===== config.mk =====
export PLATFORM = sky130hd
export DESIGN_NAME = ms_data_arb
export DESIGN_NICKNAME = d
export VERILOG_FILES = /design/src/rtl/ms_arb_pkg.sv /design/src/rtl/ms_rr_pick.sv /design/src/rtl/ms_data_arb.sv
export SDC_FILE = /design/constraint.sdc
export NUM_CORES = 1
export LEC_CHECK = 0
export BUFFER_PORTS_ARGS = -buffer_cell sky130_fd_sc_hd__buf_2
export CAP_MARGIN = 15
export CORE_AREA = 2 2 218 220
export DETAILED_ROUTE_END_ITERATION = 10
export DIE_AREA = 0 0 220 222
export GPL_ROUTABILITY_DRIVEN = 0
export HOLD_SLACK_MARGIN = 0.03
export PLACE_DENSITY = 0.44
export SETUP_SLACK_MARGIN = 0.5
export SLEW_MARGIN = 20
export SYNTH_ARGS = -nofsm -noshare
export SYNTH_HDL_FRONTEND = slang
export SYNTH_SLANG_ARGS = --single-unit

===== constraint.sdc =====
create_clock -name AClkH -period 2.42 [get_ports AClkH]
set_input_delay 0.242 -clock AClkH [delete_from_list [all_inputs] [get_ports AClkH]]
set_output_delay 0.242 -clock AClkH [all_outputs]
set_load 0.05 [all_outputs]

===== src/rtl/ms_arb_pkg.sv =====
// Shared types and helpers for the memory data-bus arbiter and its picker.
package ms_arb_pkg;

  localparam int unsigned CSizeW = 4;

  typedef enum logic [1:0] {
    ST_IDLE,
    ST_ISSUE,
    ST_ACK
  } arb_state_e;

  function automatic int unsigned idx_w(input int unsigned n);
    return (n > 1) ? $clog2(n) : 1;
  endfunction

endpackage


===== src/rtl/ms_rr_pick.sv =====
// Combinational requester picker: lowest-index priority requester first,
// otherwise round-robin starting at start_i. Excluded requesters never win.
module ms_rr_pick
  import ms_arb_pkg::*;
#(
  parameter int unsigned CReqCnt = 3
) (
  input  logic [CReqCnt-1:0]        active_i,
  input  logic [CReqCnt-1:0]        excl_i,
  input  logic [CReqCnt-1:0]        prio_i,
  input  logic [idx_w(CReqCnt)-1:0] start_i,
  output logic                      found_o,
  output logic [idx_w(CReqCnt)-1:0] idx_o
);

  localparam int unsigned IdxW = idx_w(CReqCnt);

  logic [CReqCnt-1:0] elig;
  logic               prio_found;
  logic [IdxW-1:0]    prio_idx;
  logic               rr_found;
  logic [IdxW-1:0]    rr_idx;
  logic [IdxW-1:0]    cand;

  assign elig = active_i & ~excl_i;

  always_comb begin
    prio_found = 1'b0;
    prio_idx   = '0;
    rr_found   = 1'b0;
    rr_idx     = '0;
    cand       = '0;
    for (int unsigned i = 0; i < CReqCnt; i++) begin
      if (!prio_found && elig[i] && prio_i[i]) begin
        prio_found = 1'b1;
        prio_idx   = IdxW'(i);
      end
    end
    for (int unsigned k = 0; k < CReqCnt; k++) begin
      cand = IdxW'((32'(start_i) + k) % CReqCnt);
      if (!rr_found && elig[cand]) begin
        rr_found = 1'b1;
        rr_idx   = cand;
      end
    end
  end

  assign found_o = prio_found | rr_found;
  assign idx_o   = prio_found ? prio_idx : rr_idx;

endmodule


===== src/rtl/ms_data_arb.sv =====
// N-requester data-bus arbiter in front of the single memory data port, with
// priority class, bounded bus locking and a busy-timeout abort.
module ms_data_arb
  import ms_arb_pkg::*;
#(
  parameter int unsigned         CReqCnt   = 3,
  parameter int unsigned         CAddrW    = 32,
  parameter int unsigned         CDataW    = 64,
  parameter logic [CReqCnt-1:0]  CPrioMask = '0,
  parameter int unsigned         CLockMax  = 4,
  parameter int unsigned         CTimeout  = 255
) (
  input  logic                        AClkH,
  input  logic                        AResetHN,
  input  logic                        AClkHEn,
  input  logic [CReqCnt*CAddrW-1:0]   AReqAddr,
  input  logic [CReqCnt*CDataW-1:0]   AReqMosi,
  input  logic [CReqCnt*CSizeW-1:0]   AReqWrSize,
  input  logic [CReqCnt*CSizeW-1:0]   AReqRdSize,
  input  logic [CReqCnt-1:0]          AReqLock,
  output logic [CReqCnt-1:0]          AReqAck,
  output logic [CDataW-1:0]           AReqMiso,
  output logic [CAddrW-1:0]           AMemAddr,
  output logic [CDataW-1:0]           AMemMosi,
  output logic [CSizeW-1:0]           AMemWrSize,
  output logic [CSizeW-1:0]           AMemRdSize,
  input  logic [CDataW-1:0]           AMemMiso,
  input  logic                        AMemBusy,
  output logic [idx_w(CReqCnt)-1:0]   AGrantIdx,
  output logic                        ATimeout
);

  localparam int unsigned IdxW  = idx_w(CReqCnt);
  localparam int unsigned LockW = $clog2(CLockMax + 1);
  localparam int unsigned TmoW  = $clog2(CTimeout + 1);

  logic [CAddrW-1:0] addr_a [CReqCnt];
  logic [CDataW-1:0] mosi_a [CReqCnt];
  logic [CSizeW-1:0] wr_a   [CReqCnt];
  logic [CSizeW-1:0] rd_a   [CReqCnt];
  logic [CReqCnt-1:0] active;

  for (genvar g = 0; g < CReqCnt; g++) begin : g_unpack
    assign addr_a[g] = AReqAddr[g*CAddrW +: CAddrW];
    assign mosi_a[g] = AReqMosi[g*CDataW +: CDataW];
    assign wr_a[g]   = AReqWrSize[g*CSizeW +: CSizeW];
    assign rd_a[g]   = AReqRdSize[g*CSizeW +: CSizeW];
    assign active[g] = (wr_a[g] != '0) || (rd_a[g] != '0);
  end

  arb_state_e         state_q, state_d;
  logic [IdxW-1:0]    grant_q, grant_d;
  logic [IdxW-1:0]    rr_q, rr_d;
  logic [LockW-1:0]   lock_cnt_q, lock_cnt_d;
  logic [TmoW-1:0]    tmo_q, tmo_d;
  logic               lock_hold_q, lock_hold_d;
  logic [CReqCnt-1:0] ack_q, ack_d;
  logic [CDataW-1:0]  miso_q, miso_d;
  logic               tout_q, tout_d;

  logic [IdxW-1:0]    rr_next;
  logic [IdxW-1:0]    pick_start;
  logic [CReqCnt-1:0] pick_excl;
  logic               pick_found;
  logic [IdxW-1:0]    pick_idx;
  logic               cur_is_wr;
  logic               lock_keep;

  assign rr_next    = (grant_q == IdxW'(CReqCnt - 1)) ? '0 : grant_q + 1'b1;
  assign cur_is_wr  = (wr_a[grant_q] != '0);
  assign lock_keep  = lock_hold_q && (lock_cnt_q < LockW'(CLockMax - 1));

  // In ACK the finished requester still shows its request, so it is masked
  // out and the search starts just past it.
  always_comb begin
    pick_excl  = '0;
    pick_start = rr_q;
    if (state_q == ST_ACK) begin
      pick_excl[grant_q] = 1'b1;
      pick_start         = rr_next;
    end
  end

  ms_rr_pick #(
    .CReqCnt(CReqCnt)
  ) u_pick (
    .active_i (active),
    .excl_i   (pick_excl),
    .prio_i   (CPrioMask),
    .start_i  (pick_start),
    .found_o  (pick_found),
    .idx_o    (pick_idx)
  );

  always_comb begin
    state_d     = state_q;
    grant_d     = grant_q;
    rr_d        = rr_q;
    lock_cnt_d  = lock_cnt_q;
    tmo_d       = tmo_q;
    lock_hold_d = lock_hold_q;
    ack_d       = ack_q;
    miso_d      = miso_q;
    tout_d      = tout_q;
    if (AClkHEn) begin
      unique case (state_q)
        ST_IDLE: begin
          ack_d  = '0;
          miso_d = '0;
          tout_d = 1'b0;
          if (pick_found) begin
            grant_d = pick_idx;
            state_d = ST_ISSUE;
          end
        end
        ST_ISSUE: begin
          if (!AMemBusy) begin
            miso_d          = cur_is_wr ? '0 : AMemMiso;
            ack_d           = '0;
            ack_d[grant_q]  = 1'b1;
            lock_hold_d     = AReqLock[grant_q];
            tmo_d           = '0;
            state_d         = ST_ACK;
          end else if (tmo_q == TmoW'(CTimeout - 1)) begin
            miso_d          = '0;
            ack_d           = '0;
            ack_d[grant_q]  = 1'b1;
            lock_hold_d     = 1'b0;
            tout_d          = 1'b1;
            tmo_d           = '0;
            state_d         = ST_ACK;
          end else begin
            tmo_d = tmo_q + 1'b1;
          end
        end
        ST_ACK: begin
          ack_d  = '0;
          miso_d = '0;
          tout_d = 1'b0;
          if (lock_keep) begin
            lock_cnt_d = lock_cnt_q + 1'b1;
            state_d    = ST_ISSUE;
          end else begin
            rr_d       = rr_next;
            lock_cnt_d = '0;
            tmo_d      = '0;
            if (pick_found) begin
              grant_d = pick_idx;
              state_d = ST_ISSUE;
            end else begin
              state_d = ST_IDLE;
            end
          end
        end
        default: state_d = ST_IDLE;
      endcase
    end
  end

  always_ff @(posedge AClkH or negedge AResetHN) begin
    if (!AResetHN) begin
      state_q     <= ST_IDLE;
      grant_q     <= '0;
      rr_q        <= '0;
      lock_cnt_q  <= '0;
      tmo_q       <= '0;
      lock_hold_q <= 1'b0;
      ack_q       <= '0;
      miso_q      <= '0;
      tout_q      <= 1'b0;
    end else begin
      state_q     <= state_d;
      grant_q     <= grant_d;
      rr_q        <= rr_d;
      lock_cnt_q  <= lock_cnt_d;
      tmo_q       <= tmo_d;
      lock_hold_q <= lock_hold_d;
      ack_q       <= ack_d;
      miso_q      <= miso_d;
      tout_q      <= tout_d;
    end
  end

  always_comb begin
    AMemAddr   = '0;
    AMemMosi   = '0;
    AMemWrSize = '0;
    AMemRdSize = '0;
    if (state_q == ST_ISSUE) begin
      AMemAddr   = addr_a[grant_q];
      AMemMosi   = mosi_a[grant_q];
      AMemWrSize = wr_a[grant_q];
      AMemRdSize = cur_is_wr ? '0 : rd_a[grant_q];
    end
  end

  assign AReqAck   = ack_q;
  assign AReqMiso  = miso_q;
  assign AGrantIdx = grant_q;
  assign ATimeout  = tout_q;

endmodule


* After elaboration in Yosys (flattened, before gate mapping)
Index checks and enable logic that the tools add are counted.
Cells by class: mux-type cells 62, reduce and logical (&&, ||, !) cells 29, equality and inequality tests 10, $mul 0, bitwise operators 4, shifts and indexed selects 0, add/sub/neg operators 5, divide/modulo/power cells 3, magnitude comparators 7
Operators by type and width (number):
- $mux 64 | 6
- $bmux 64 s2 | 1
- $pmux 64 s2 | 1
- $mux 32 | 3
- $bmux 32 s2 | 1
- $mod 32x2->32 const B | 2
- $mod 2x2->32 const B | 1
- $mux 4 | 7
- $reduce_bool 4->1 | 7
- $mux 8 | 3
- $mux 2 | 10
- $reduce_and 3->1 | 6
- $bmux 4 s2 | 2
- $pmux 8 s2 | 1
- $mux 1 | 14
- $lt 2x3->1 const B | 4
- $mux 3 | 4
- $add 8x1->8 const B | 1
- $bmux 1 s2 | 4
- $eq 8x8->1 const B | 1
- $ne 2x2->1 const B | 4
- $pmux 2 s3 | 1
- $pmux 3 s2 | 1
- $reduce_bool 2->1 | 3
- other kinds (25) | 32
Storage, ports and cells: flip-flop bits (word level) 86, output and inout port bits 174, bits in latches 0, memories 0, ROM bits 0, bits of input ports 383, memory bits (writable) 0

* Logic depth before layout (Yosys ltp)
Gate-level depths: netlist of run 1.
depth after elaboration 19, gate-level depth with buffers 10

* Cells and area by module
A second synthesis of run 1 with hierarchy kept.
Unflattened totals: cell total of the unflattened synthesis 852, area total of the unflattened synthesis 7188.1 um^2
By module, submodules not included:
- ms_data_arb | seq. area each 2152.1 um^2, area each 6919.1 um^2, cells an instance 812, instances 1
- ms_rr_pick | seq. area each 0.0 um^2, area each 269.0 um^2, cells an instance 40, instances 1

* Worst setup path after synthesis of run 1
OpenSTA, ideal clock, no wires.
path type register to register, start reg grant_q[1] (netlist: AGrantIdx[1]), end reg grant_q[0] (netlist: AGrantIdx[0]), path buffers 1, cell stages (with the launch flop) 10, path slack -0.377 ns, arrival time 2.711 ns, setup time 0.086 ns, required time 2.334 ns, cell sequence dfrtp_1 -> clkbuf_1 -> nor4b_1 -> a21oi_1 -> ha_1 -> or2_2 -> a221oi_1 -> a21o_1 -> o21ai_0 -> a32oi_1
On the way: word-level cells in the longest chain between the ends 19
Ends and longest elaborated chain:
- start: declaration | line ms_data_arb.sv:52 | logic [IdxW-1:0] grant_q, grant_d;
- start signal: assignment | line ms_data_arb.sv:173 | grant_q <= grant_d;
- parallel branches: the longest is 16 deep, another holds $mod 32x2->32
- $mux 2 (*) | line ms_data_arb.sv:111, ms_data_arb.sv:147
- $mux 2 | line ms_data_arb.sv:140 | if (lock_keep) begin
- $pmux 2 s2 (*) | line ms_data_arb.sv:106 | unique case (state_q)
Mark *: on every way between the ends. The select of a mux whose other input is x is not followed. A chain may end at the register's enable or synchronous reset.

* Worst setup path in the final report of run 1
start reg grant_q[0] (netlist: AGrantIdx[0]), end out AMemRdSize[3]
On the way: word-level cells in the longest chain between the ends 7
Ends and longest elaborated chain:
- $not 2->3 (implied by the code) (*) | line ms_data_arb.sv:70, ms_data_arb.sv:193
- $bmux 4 s2 | line ms_data_arb.sv:70 | assign cur_is_wr = (wr_a[grant_q] != '0);
- $mux 4 (implied by the code) (2 in series) | line ms_data_arb.sv:70
- $reduce_bool 4->1 | line ms_data_arb.sv:70
- $mux 4 (*) | line ms_data_arb.sv:193 | AMemRdSize = cur_is_wr ? '0 : rd_a[grant_q];
- $mux 4 (*) | line ms_data_arb.sv:189 | if (state_q == ST_ISSUE) begin
- end: declaration | line ms_data_arb.sv:26 | output logic [CSizeW-1:0] AMemRdSize,
Mark *: on every way between the ends. The rest lies on a longest branch, timed or not. The select of a mux whose other input is x is not followed.

==> reports/metrics.cfg, run 1 <==
[outcome]
status = finished with violations
violations = setup timing

[clock_tree]
cts_made_buffers = 9
clock_latency_ns = 0.35
htreeDepth = 3
cts_tree = done
clkTransAtPathRegs_ns = 0.07
cts.sinks = 86
cts.path.max_buffers = 2
clock-root-buffer = clkbuf_16

[power_and_ir_drop]
powerDensity_mw_per_mm2 = 1440
peakVddDrop_mv = 0.987
p_leak_nw = 6.91
totalPowerFinal_w = 0.0215

[synth]
synth_cell_types = 48
synth_area_leader_cell = dfrtp_1
syn_inst = 764
yosys_warnings = 0
synth_area_mm2 = 0.00627
syn_avg_cell_area_um2 = 8.21
syn_nets = 1154
synth_edf_count = 0
synthFlopType = dfrtp_1
synth_top_area_share_pct = 34.3
ys_ff_latch = 86
async_reset_ff_share_pct = 100
synthTopCellsByArea = dfrtp_1, mux2i_1, nor2_1
yosysSeqAreaShare_pct = 34.3

[timing]
post-route-period-util_pct = 100
setup-tns-final_ns = -0.0117
tightest_slew_ns = 0.749
slew-limit-headroom_pct = 49.6
setup_viol_count_final = 2
setup_ws_ns = -0.00630
final_hold_viol_count = 0
max_freq_ghz = 0.412
fin_skew_ns = 0.00814
timing.final.crit_period_ns = 2.43
rsz0062_at_grt = true
finalMaxSlewViolations = 0

[placed_design]
io_buffers = 556
placed_area_mm2 = 0.0110
place_ws_ns = 0.101
dpl.hpwl_mm = 30.0

[die]
die_x_um = 220
core_area_mm2 = 0.0463
rows = 79
start_util_pct = 13.6
io_pins = 557
die_h_um = 222
fp.dieArea_mm2 = 0.0488

[grt]
grt_pass1_vias = 9019
grt_usage_pct = 16.8
antenna_found_initial = 12
grt_pass1_wl_mm = 60.1
overflow = 0
grt_max_degree = 94

[worst_setup_path]
endpoint_kind = output pin
cp_num_buf_inv = 4
path_delay_family = buffers and inverters
crit_type = flip-flop to output pin
critPathSlowestCell = dfrtp_4
worst_ep_arrival_time_ns = 2.18
start_kind = flip-flop
cp_max_fo = 12
worst-path-stages = 8
slowest_delay_ns = 0.52
cp_common_cell = buf_12
critPathRequiredTime_ns = 2.18
r2r_cells = 10
cp_cell_sequence = buf_6 -> nor2b_4 -> buf_12 -> buf_16 -> nand2_1 -> o21ai_0 -> and3_4 -> buf_12

[routing]
vias = 8593
drc = 0
vias_per_cell = 4.26
wl_per_cell_um = 22.1
dr.first_iter.drc_count = 339
firstDrtPassIters = 4
wirelength_mm = 44.5
ant_nets = 0

[job]
max_cap_viol_count = 0

[cells_and_area]
multi_input_area_mm2 = 0.00569
syn_to_final_growth_pct = 138
seqCellArea_mm2 = 0.00216
final_cell_area_mm2 = 0.0149
nets = 1786
fillers = 4653
post-route-util_pct = 32.2
layout-drive-gt1-share_pct = 68.8

[min_path]
hp-class = input pin to flip-flop
hold_path_depth = 2

[worst paths after layout]
path / startpoint / end / slack [ns]
worst max-delay path: AGrantIdx[0] / AMemRdSize[3] / -0.006
worst min-delay path: AMemMiso[14] / AReqMiso[14] / 0.12
worst max register to register: AGrantIdx[1] / AGrantIdx[1] / 0.05
worst min register to register: AReqMiso[30] / AReqMiso[30] / 0.49
max in group asynchronous: AResetHN / AReqMiso[41] / 1.39
min in group asynchronous: AResetHN / AReqMiso[22] / 0.44
[where the power goes]
group	internal, W	switching [W]	total, W
logic	0.00782	0.0102	0.0181
clock network	0.000836	0.000618	0.00145
registers	0.00171	0.000236	0.00194
[area by class of cell]
type | count | share of cell area, %
Antenna cell | 7 | 0.117
Clock buffer | 10 | 1.60
Clock inverter | 6 | 0.461
Inverter | 12 | 0.302
Multi-Input combinational cell | 601 | 38.1
Sequential cell | 86 | 14.5
Tap cell | 607 | 5.09
Timing Repair Buffer | 686 | 39.8
[placed cells by master, fill, tap and decap left out, types with 9 or more instances in the layout]
master | Yosys | routed
dfrtp_1 | 86 | 83
buf_6 | 7 | 41
nand2_1 | 17 | 15
buf_2 | 8 | 451
nor2_1 | 202 | 94
mux2i_4 | 0 | 11
buf_12 | 0 | 42
o21ai_0 | 14 | 9
a22o_1 | 66 | 66
nor2_4 | 0 | 90
buf_8 | 0 | 73
a21oi_2 | 0 | 45
nor2_2 | 0 | 18
a21oi_1 | 105 | 9
clkbuf_16 | 0 | 15
buf_4 | 1 | 43
a21oi_4 | 0 | 51
mux2i_1 | 105 | 88
buf_16 | 0 | 28
inv_1 | 12 | 9
[cells in the mapped netlist (all sizes together) (6+ instances only)]
library cell  number
nor2             202
a21oi            105
mux2i            105
dfrtp             86
a22o              66
clkbuf            45
buf               20
nand2             17
o21ai             15
inv               12
and3               8
ha                 7
nor4               7
o2bb2ai            7
nand2b             6
[registers in the layout, summed over array words and instances (netlist names)]
register,flops
rr_q,2
lock_cnt_q,3
ATimeout,1
lock_hold_q,1
AReqMiso,64
AReqAck,3
tmo_q,8
state_q,2
AGrantIdx,2
[cells by family (layout without fill, tap and decap cells)]
| logic type | count (synthesis) | after routing | synth area share, % |
|---|---|---|---|
| other | 0 | 7 | 0 |
| buffers and inverters | 77 | 714 | 5.66 |
| muxes | 106 | 106 | 16.9 |
| DFF | 86 | 86 | 34.3 |
| and+or+nand+nor | 261 | 261 | 17.4 |
| AOI/OAI and AO/OA | 221 | 221 | 23.4 |
| xor gates and xnor gates | 6 | 6 | 0.838 |
| adders and majority gates | 7 | 7 | 1.40 |
[per-layer routing]
| metal | GRT usage, % | wire length, um | vias to the layer above |
|---|---|---|---|
| li1 | - | - | 4009 |
| met1 | 18.5 | 15800 | 4106 |
| met2 | 30.6 | 23300 | 401 |
| met3 | 4.22 | 3530 | 73 |
| met4 | 6.71 | 1850 | 4 |
| met5 | 0 | 17 | - |
[per-stage QoR]
stage	std cells	hold WS, ns
floorplan	764	-0.0536
global placement	1902	0.282
detailed placement	1902	0.305
CTS	1986	0.0968
global route	2014	0.103
finish	2015	0.121
[timing repair]
item                                   in CTS  in global routing
pin swaps                                  33                 56
buffers inserted                           41                 16
cloned                                     26                  6
hold buffers                                1                  0
resized for setup                         394                152
setup endpoints to repair                 173                173
endpoints found under the hold margin      36                  0
(Power assumes the default switching activity.)
==> run 2: changes to the inputs <==
PLACE_DENSITY = 0.38   (was 0.44)
==> reports/metrics.cfg, run 2 (synthesis results as in run 1) <==
[outcome]
status = finished with violations
violations = setup timing

[routing]
dr.first_iter.drc_count = 366  ; +8.0%
drc = 0  ; unchanged
wl_per_cell_um = 21.8  ; -1.1%
vias = 8673  ; +0.93%
wirelength_mm = 45.0  ; +1.1%
firstDrtPassIters = 4  ; unchanged
vias_per_cell = 4.21  ; -1.3%
ant_nets = 0  ; unchanged

[die]
io_pins = 557  ; unchanged
fp.dieArea_mm2 = 0.0488  ; unchanged
core_area_mm2 = 0.0463  ; unchanged
die_h_um = 222  ; unchanged
start_util_pct = 13.6  ; unchanged
rows = 79  ; unchanged
die_x_um = 220  ; unchanged

[worst_setup_path]
endpoint_kind = output pin
worst_ep_arrival_time_ns = 2.20  ; +0.02 ns
start_kind = flip-flop
crit_type = flip-flop to output pin
critPathRequiredTime_ns = 2.18  ; about the same
cp_max_fo = 5  ; -7

[cells_and_area]
layout_commonest_cell = buf_2
post-route-util_pct = 33.8  ; +1.6 points
layout-drive-gt1-share_pct = 70.8  ; +2.0 points
syn_to_final_growth_pct = 149
nets = 1826  ; +2.2%
layout_common_cells = buf_2, nor2_4, nor2_1
largest_register_ffs = 64  ; unchanged
fillers = 4656  ; +0.064%

[timing]
slew-limit-headroom_pct = 44.4  ; -5.2 points
setup_ws_ns = -0.0188  ; -0.0125 ns
rsz0062_at_grt = true
finalMaxSlewViolations = 0  ; unchanged
fin_skew_ns = 0.00791  ; -0.000225 ns
final_hold_viol_count = 0  ; unchanged
setup_viol_count_final = 4  ; +2
timing.final.crit_period_ns = 2.44  ; +0.0125 ns
post-route-period-util_pct = 101  ; +0.52 points
tightest_slew_ns = 0.826  ; +0.0773 ns
max_freq_ghz = 0.410  ; -0.51%
setup-tns-final_ns = -0.0353  ; -0.0237 ns

[power_and_ir_drop]
totalPowerFinal_w = 0.0227  ; +6.0%
p_leak_nw = 7.18  ; +3.9%
powerDensity_mw_per_mm2 = 1450  ; +1.1%
peakVddDrop_mv = 0.824  ; -17%

[grt]
grt_pass1_vias = 8822  ; -2.2%
grt_pass1_wl_mm = 60.5  ; +0.65%
overflow = 0  ; unchanged
antenna_found_initial = 23  ; +11
grt_max_degree = 68  ; -28%
grt_usage_pct = 17.0  ; +0.20 points

[min_path]
hp-class = input pin to flip-flop

[placed_design]
place_ws_ns = -0.0278  ; -0.128 ns
dpl.hpwl_mm = 30.9  ; +3.2%
io_buffers = 556  ; unchanged

[clock_tree]
htreeDepth = 3  ; unchanged
clock_latency_ns = 0.34  ; about the same
cts.sinks = 86  ; unchanged
cts_tree = done
cts.path.max_buffers = 2  ; unchanged
clock-root-buffer = clkbuf_16
cts_made_buffers = 9  ; unchanged
clkTransAtPathRegs_ns = 0.07  ; about the same

[job]
max_cap_viol_count = 0  ; unchanged

## run 2: layout make-up
type                       instances  area (um2)  share of cell area [%]
timing repair buffer             726        6430                    41.1
multi-input combinational        601        5870                    37.5
sequential                        86        2160                    13.8
tap                              607         759                    4.85
clock buffer                      10         229                    1.46
clock inverter                     6         119                   0.760
inverter                          12        45.0                   0.288
antenna                           12        30.0                   0.192
## run 2: worst paths after layout
kind / from / end / slack [ns] / cells after the start
min in group asynchronous: AResetHN / AReqMiso[26] / 0.45 / 2
setup / recovery: AGrantIdx[0] / AMemRdSize[3] / -0.02 / 7
hold / removal: AMemMiso[0] / AReqMiso[0] / 0.12 / 2
setup reg to reg: AGrantIdx[0] / AGrantIdx[1] / 0.01 / 10
hold reg to reg: AReqAck[2] / AReqAck[2] / 0.49 / 1
max in group asynchronous: AResetHN / tmo_q[4] / 1.33 / 3
## run 2: layer usage
metal  GRT usage, %  wire length, um
met1           18.3            15900
met2           31.1            23700
met3           4.55             3740
met4           7.14             1570
met5              0               41
## run 2: timing repair
action / 4_1_cts / 5_1_grt
endpoints found under the hold margin: 38 / 0
gates cloned: 25 / 3
hold buffers: 1 / 0
setup endpoints to repair: 173 / 173
setup buffers: 64 / 34
gates resized for setup: 482 / 137
pin swaps: 31 / 50
## run 2: critical path, cell delays in order, from the launching register on
cell and delay, ns:
dfrtp_4 0.51, buf_4 0.17, mux2i_2 0.22, o2bb2ai_2 0.09, nor4_2 0.32, buf_4 0.20, and3_4 0.20, buf_8 0.15
## run 2: per-stage QoR
stage / hold slack [ns] / cell area [um2] / instances
after detailed placement: 0.289 / 10900 / 1905
final: 0.121 / 15600 / 2060
after floorplan: -0.0536 / 7080 / 764
after global routing: 0.106 / 15600 / 2059
after global placement: 0.288 / 10900 / 1905
after CTS: 0.0998 / 14600 / 2011
## run 2: power by group
part	leakage (nW)	internal (W)	switching [W]
registers	1.18	0.00171	0.000220
logic	5.84	0.00865	0.0105
clock network	0.169	0.00102	0.000626
